## config.mk

```make
export PLATFORM = sky130hd
export DESIGN_NAME = gray_wptr_ctrl
export DESIGN_NICKNAME = d
export VERILOG_FILES = /design/src/rtl/gray_fifo_pkg.sv /design/src/rtl/sync_2ff.sv /design/src/rtl/gray_wptr_ctrl.sv
export SDC_FILE = /design/constraint.sdc
export NUM_CORES = 1
export LEC_CHECK = 0
export CAP_MARGIN = 5
export CORE_UTILIZATION = 51
export DETAILED_ROUTE_END_ITERATION = 7
export GPL_TIMING_DRIVEN = 1
export PLACE_DENSITY = 0.87
export SETUP_SLACK_MARGIN = 0.1
export SLEW_MARGIN = 5
export SYNTH_ARGS = -nofsm -noshare
export SYNTH_HDL_FRONTEND = slang
export SYNTH_HIERARCHICAL = 1
export SYNTH_SLANG_ARGS = --single-unit
```

## constraint.sdc

```tcl
create_clock -name clk -period 6.5 [get_ports clk]
set_input_delay 1.3 -clock clk [delete_from_list [all_inputs] [get_ports clk]]
set_output_delay 1.3 -clock clk [all_outputs]
set_load 0.1 [all_outputs]
```

## src/rtl/gray_fifo_pkg.sv

```systemverilog
// Shared pointer helpers for the asynchronous FIFO (Gray/binary conversion, sync depth).
package gray_fifo_pkg;

   localparam int unsigned SYNC_STAGES = 2;
   localparam int unsigned PTR_MAXW    = 32;

   typedef logic [PTR_MAXW-1:0] ptr_t;

   function automatic ptr_t bin2gray(input ptr_t b);
      return b ^ (b >> 1);
   endfunction

   // Prefix XOR from the MSB down; zero-extended upper bits leave the result unchanged.
   function automatic ptr_t gray2bin(input ptr_t g);
      ptr_t b;
      b = g;
      for (int unsigned i = 1; i < PTR_MAXW; i++) begin
         b = b ^ (g >> i);
      end
      return b;
   endfunction

endpackage

```

## src/rtl/sync_2ff.sv

```systemverilog
// Two-flop synchroniser for a multi-bit Gray-coded bus crossing into the clk domain.
module sync_2ff #(
   parameter int W = 1
) (
   input  logic         clk,
   input  logic         rst,
   input  logic [W-1:0] d,
   output logic [W-1:0] q
);

   (* ASYNC_REG = "TRUE" *) logic [W-1:0] s1;
   (* ASYNC_REG = "TRUE" *) logic [W-1:0] s2;

   always_ff @(posedge clk) begin
      if (rst) begin
         s1 <= '0;
         s2 <= '0;
      end else begin
         s1 <= d;
         s2 <= s1;
      end
   end

   assign q = s2;

endmodule

```

## src/rtl/gray_wptr_ctrl.sv

```systemverilog
// Write-side pointer controller: binary/Gray write pointer, synchronised read pointer, full flag.
// Optional almost_full output enabled by defining GWPTR_ALMOST_FULL_EN.
module gray_wptr_ctrl
   import gray_fifo_pkg::*;
#(
   parameter int AW     = 4,
   parameter int AF_LVL = 1
) (
   input  logic          clk,
   input  logic          rst,
   input  logic          wr_req,
   output logic          wr_accept,
   output logic [AW-1:0] wr_addr,
   output logic [AW:0]   wr_gray,
   input  logic [AW:0]   rd_gray_async,
   output logic          full
`ifdef GWPTR_ALMOST_FULL_EN
  ,output logic          almost_full
`endif
);

   localparam int unsigned PW    = AW + 1;
   localparam int unsigned DEPTH = 1 << AW;

   if (AW < 2 || AF_LVL < 0) begin : g_bad_param
      $error("gray_wptr_ctrl: AW must be >= 2 and AF_LVL >= 0");
   end

   logic [AW:0] wr_bin;
   logic [AW:0] bin_next;
   logic [AW:0] gray_next;
   logic [AW:0] rd_sync;
   logic        full_next;

   sync_2ff #(
      .W (PW)
   ) u_rd_sync (
      .clk (clk),
      .rst (rst),
      .d   (rd_gray_async),
      .q   (rd_sync)
   );

   assign wr_accept = wr_req & ~full & ~rst;
   assign bin_next  = wr_bin + {{AW{1'b0}}, wr_accept};
   assign gray_next = PW'(bin2gray(ptr_t'(bin_next)));
   assign wr_addr   = wr_bin[AW-1:0];

   // Full when the next write pointer is a whole lap ahead: top two Gray bits inverted, rest equal.
   assign full_next = (gray_next == {~rd_sync[AW:AW-1], rd_sync[AW-2:0]});

   always_ff @(posedge clk) begin
      if (rst) begin
         wr_bin  <= '0;
         wr_gray <= '0;
         full    <= 1'b0;
      end else begin
         wr_bin  <= bin_next;
         wr_gray <= gray_next;
         full    <= full_next;
      end
   end

`ifdef GWPTR_ALMOST_FULL_EN
   // Threshold form of (DEPTH - used) <= AF_LVL, avoiding a negative intermediate.
   localparam int unsigned AF_THR = (AF_LVL >= DEPTH) ? 0 : DEPTH - AF_LVL;

   logic [AW:0] rd_bin;
   logic [AW:0] used;
   logic        af_next;

   assign rd_bin  = PW'(gray2bin(ptr_t'(rd_sync)));
   assign used    = bin_next - rd_bin;
   assign af_next = (32'(used) >= AF_THR);

   always_ff @(posedge clk) begin
      if (rst) begin
         almost_full <= 1'b0;
      end else begin
         almost_full <= af_next;
      end
   end
`endif

endmodule

```

**Word level (Yosys, flattened, before mapping)**

Cells that the tools add are included.

- Bits in registers: 21
- Output and inout bits: 11
- Logic and storage cells: 13

- Add/sub/neg operators: 1
- Equal/unequal tests: 1
- Bitwise logic cells: 6

Operators with widths:

| kind | count |
|---|---|
| adder 5 x 1 -> 5 bit | 1 |
| equality test 5 bit | 1 |
| bitwise XOR 5 x 4 -> 5 bit | 1 |
| AND 1 bit | 2 |
| NOT 1 bit | 2 |
| NOT 2 bit | 1 |

**Longest topological paths before layout**

- Depth after elaboration: 6
- Depth in mapped cells: 8
- Mapped depth without buffers: 7

**Hierarchy**

The synthesis kept the hierarchy.

Modules (own cells, without submodules):

| module | instances | cells each | area each (um2) | sequential area each (um2) |
|---|---|---|---|---|
| gray_wptr_ctrl | 1 | 52 | 561.8 | 200.2 |
| sync_2ff | 1 | 20 | 262.8 | 200.2 |

**Worst setup path before layout**

No wires, ideal clock.

- Path type: input -> register
- From: in rst
- To: reg full
- Setup time: 0.066 ns
- Arrival: 5.398 ns
- Path slack: 1.036 ns
- Stages on the path: 8
- Buffers on the path: 1
- Cell sequence: clkbuf_1 -> nor3b_1 -> ha_1 -> ha_1 -> xnor3_1 -> xor2_1 -> nand4_1 -> a21oi_2

- Word-level cells in the longest chain between the ends: 5

Ends and longest elaborated chain:

| element | line | text |
|---|---|---|
| from (decl) | gray_wptr_ctrl.sv:10 | `input logic rst,` |
| NOT 1 bit | gray_wptr_ctrl.sv:44 | `assign wr_accept = wr_req & ~full & ~rst;` |
| AND 1 bit | gray_wptr_ctrl.sv:44 |  |
| via wr_accept | gray_wptr_ctrl.sv:12 | `output logic wr_accept,` |
| adder 5 x 1 -> 5 bit | gray_wptr_ctrl.sv:45 | `assign bin_next = wr_bin + {{AW{1'b0}}, wr_accept};` |
| bitwise XOR 5 x 4 -> 5 bit | gray_fifo_pkg.sv:10 | `return b ^ (b >> 1);` |
| equality test 5 bit | gray_wptr_ctrl.sv:50 | `assign full_next = (gray_next == {~rd_sync[AW:AW-1], rd_sync[AW-2:0]});` |
| to (signal assigned) | gray_wptr_ctrl.sv:60 | `full <= full_next;` |
| to (decl) | gray_wptr_ctrl.sv:16 | `output logic full` |

The timed path passes the listed nets, and every way through them passes these cells.
A chain may end at the register's enable or synchronous reset.

**Worst setup path after layout**

- From: in rst
- To: out wr_accept

- Word-level cells in the longest chain between the ends: 2

Ends and longest elaborated chain:

| element | line |
|---|---|
| NOT 1 bit | gray_wptr_ctrl.sv:44 |
| AND 1 bit | gray_wptr_ctrl.sv:44 |
| to (decl) | gray_wptr_ctrl.sv:12 |

No other way between the ends.

==> results.py <==
metrics = {
    "status": {
        "outcome": "finished clean",
    },
    "pwr": {
        "intPower_w": 0.000177,
        "p_clk_frac": 0.295,
        "power_leakage_nw": 0.416,
        "power_density_mw_per_mm2": 228,
        "p_seq_frac": 0.539,
        "peakVddDrop_v": 0.000222,
        "swShare": 0.259,
        "p_comb_frac": 0.166,
        "p_sw_w": 0.0000621,
        "total_power_w": 0.000240,
    },
    "sta": {
        "tightest_slew_ps": 969,
        "finalHoldViolCount": 0,
        "slew_headroom": 0.352,
        "tns_ps": 0,
        "min_period_over_period": 0.771,
        "fin_skew_ps": 2.50,
        "rsz0062_at_grt": "false",
        "final-setup-viol-count": 0,
        "period_needed_ps": 5010,
        "max_freq_ghz": 0.200,
        "slew_viol_final": 0,
        "fin_ws_ps": 1490,
    },
    "setup_path": {
        "endpoint_kind": "output port",
        "crit_required_ps": 5200,
        "slowest_delay_ps": 1200,
        "cp-start-kind": "input port",
        "slowest_stage": "clkdlybuf4s50_1",
        "path_buf_inv": 2,
        "cp_cell_sequence": "clkdlybuf4s50_1 > nor3b_1 > clkdlybuf4s50_1",
        "crit_type": "input port to output port",
        "crit_family": "buffers and inverters",
        "crit_path_frequent_cell": "clkdlybuf4s50_1",
        "crit_path_max_fanout": 21,
        "cp.arrival_ps": 3710,
    },
    "clocking": {
        "clk_pin_slew_worst_paths_ps": 100,
        "tritoncts": "done",
        "clkLatencyLatePin_ps": 300,
        "cts-htree-levels": 1,
        "cts_setup_buffers": 0,
        "cts-root-buf": "clkbuf_4",
        "cts_made_buffers": 3,
        "cts_sinks": 20,
        "holdBufCountCts": 0,
        "cts.path.max_buffers": 2,
        "cts_resized": 0,
    },
    "synthesis": {
        "yosysWarnings": 6,
        "synth_nets": 82,
        "ys_ff_latch": 20,
        "avgSynthCellArea_sq_um": 11.5,
        "netlist_area_sq_um": 825,
        "synth_cell_types": 21,
        "ys_seq_area_frac": 0.486,
        "synth_cells": 72,
    },
    "grt": {
        "grt_pass1_wl_mm": 1.97,
        "grt_pass1_vias": 461,
        "grt_overflow": 0,
        "antenna_found_initial": 0,
        "gr-usage-all-layers": 0.157,
        "grt_max_degree": 22,
    },
    "routing": {
        "vias": 537,
        "drtAntennaViolNets": 0,
        "wl_per_cell_um": 11.3,
        "detail_route.vias_per_cell": 4.97,
        "drtPass1Iterations": 3,
        "drc": 0,
        "drt_iter0_drc": 2,
        "postRouteWirelength_mm": 1.22,
    },
    "die": {
        "start_util": 0.547,
        "dieArea_sq_mm": 0.00178,
        "core_area_sq_mm": 0.00151,
        "fp.dieH_um": 42.2,
        "die_w_um": 42.2,
        "core.rowCount": 14,
        "ios": 19,
    },
    "placed_design": {
        "io_buffers": 18,
        "gp_congestion": 0.695,
        "dpl.hpwl_um": 914,
        "placed_area_sq_mm": 0.00102,
        "pre_cts_slack_ps": 1500,
    },
    "finish": {
        "final_cell_mix": "20 x dfxtp_1, 18 x clkdlybuf4s50_1, 14 x nor2b_1",
        "n_fill_cell": 121,
        "area_growth_pct": 27.6,
        "fin_area_sq_mm": 0.00105,
        "antenna_cells": 0,
        "mostFrequentLayoutCell": "dfxtp_1",
        "utilization": 0.699,
        "drive_gt1_frac": 0.120,
        "nNetsFinal": 103,
    },
    "flow_run": {
        "drv_cap": 0,
    },
    "worst_hold_path": {
        "hp-class": "register to register",
    },
}
==> kinds of logic after synthesis <==
family	Yosys count	share of synthesized area
adders and majority gates	2	0.0303
DFF	20	0.486
and+or+nand+nor	29	0.199
AOI/OAI and AO/OA	6	0.0728
buffers and inverters	2	0.0106
xor gates and xnor gates	13	0.202
==> stage by stage <==
stage,cells,hold slack [ps]
6_report,108,448
2_1_floorplan,72,414
4_1_cts,108,454
5_1_grt,108,464
3_3_place_gp,104,417
3_5_place_dp,104,428
==> layer usage <==
layer	share of wire	track usage	up-vias
met4	0.065	0.169	0
met1	0.43	0.176	236
met2	0.47	0.231	18
li1	-	-	275
met5	0	0	-
met3	0.034	0.0388	8
==> worst paths after layout <==
| kind | start | end | slack [ps] | cells after the start |
|---|---|---|---|---|
| hold reg to reg | u_rd_sync/s1[3] | u_rd_sync/q[3] | 450 | 1 |
| setup / recovery | rst | wr_accept | 1490 | 3 |
| hold / removal | u_rd_sync/s1[3] | u_rd_sync/q[3] | 450 | 1 |
| setup reg to reg | full | full | 4320 | 7 |
==> flip-flops by register name (all words and copies together) (netlist names) <==
| name | flops |
|---|---|
| full | 1 |
| wr_bin | 4 |
| u_rd_sync/s1 | 5 |
| wr_gray | 5 |
| u_rd_sync/q | 5 |
==> cell type report <==
class / count / area [sq um] / share of cell area
multi-input cells: 50 / 415 / 0.395
flip-flops and latches: 20 / 400 / 0.380
repair buffers: 18 / 180 / 0.171
clock buffers: 4 / 36.3 / 0.0345
well taps: 16 / 20.0 / 0.0190
==> power by group through the flow <==
stage	combinational [W]	sequential [W]	clock (W)
floorplan	0.0000159	0.000145	0
global placement	0.0000395	0.000132	0
detailed placement	0.0000399	0.000132	0
CTS	0.0000399	0.000129	0.0000734
global route	0.0000418	0.000130	0.0000766
finish	0.0000397	0.000129	0.0000708
==> synthesized netlist by cell type <==
master,number,area share
a21boi_4,1,0.023
a21o_1,2,0.018
a21oi_2,3,0.032
and2b_1,1,0.0091
buf_2,1,0.0061
clkbuf_1,1,0.0045
dfxtp_1,20,0.49
ha_1,2,0.030
nand2_1,1,0.0045
nand3_1,4,0.024
nand4_1,1,0.0076
nor2_1,6,0.027
nor2b_1,14,0.11
nor3b_1,1,0.0091
or2_4,1,0.011
xnor2_1,4,0.042
xnor2_2,1,0.020
xnor3_1,1,0.027
xor2_1,5,0.053
xor3_1,1,0.029
xor3_2,1,0.030
Power figures use the tool's default switching activity.
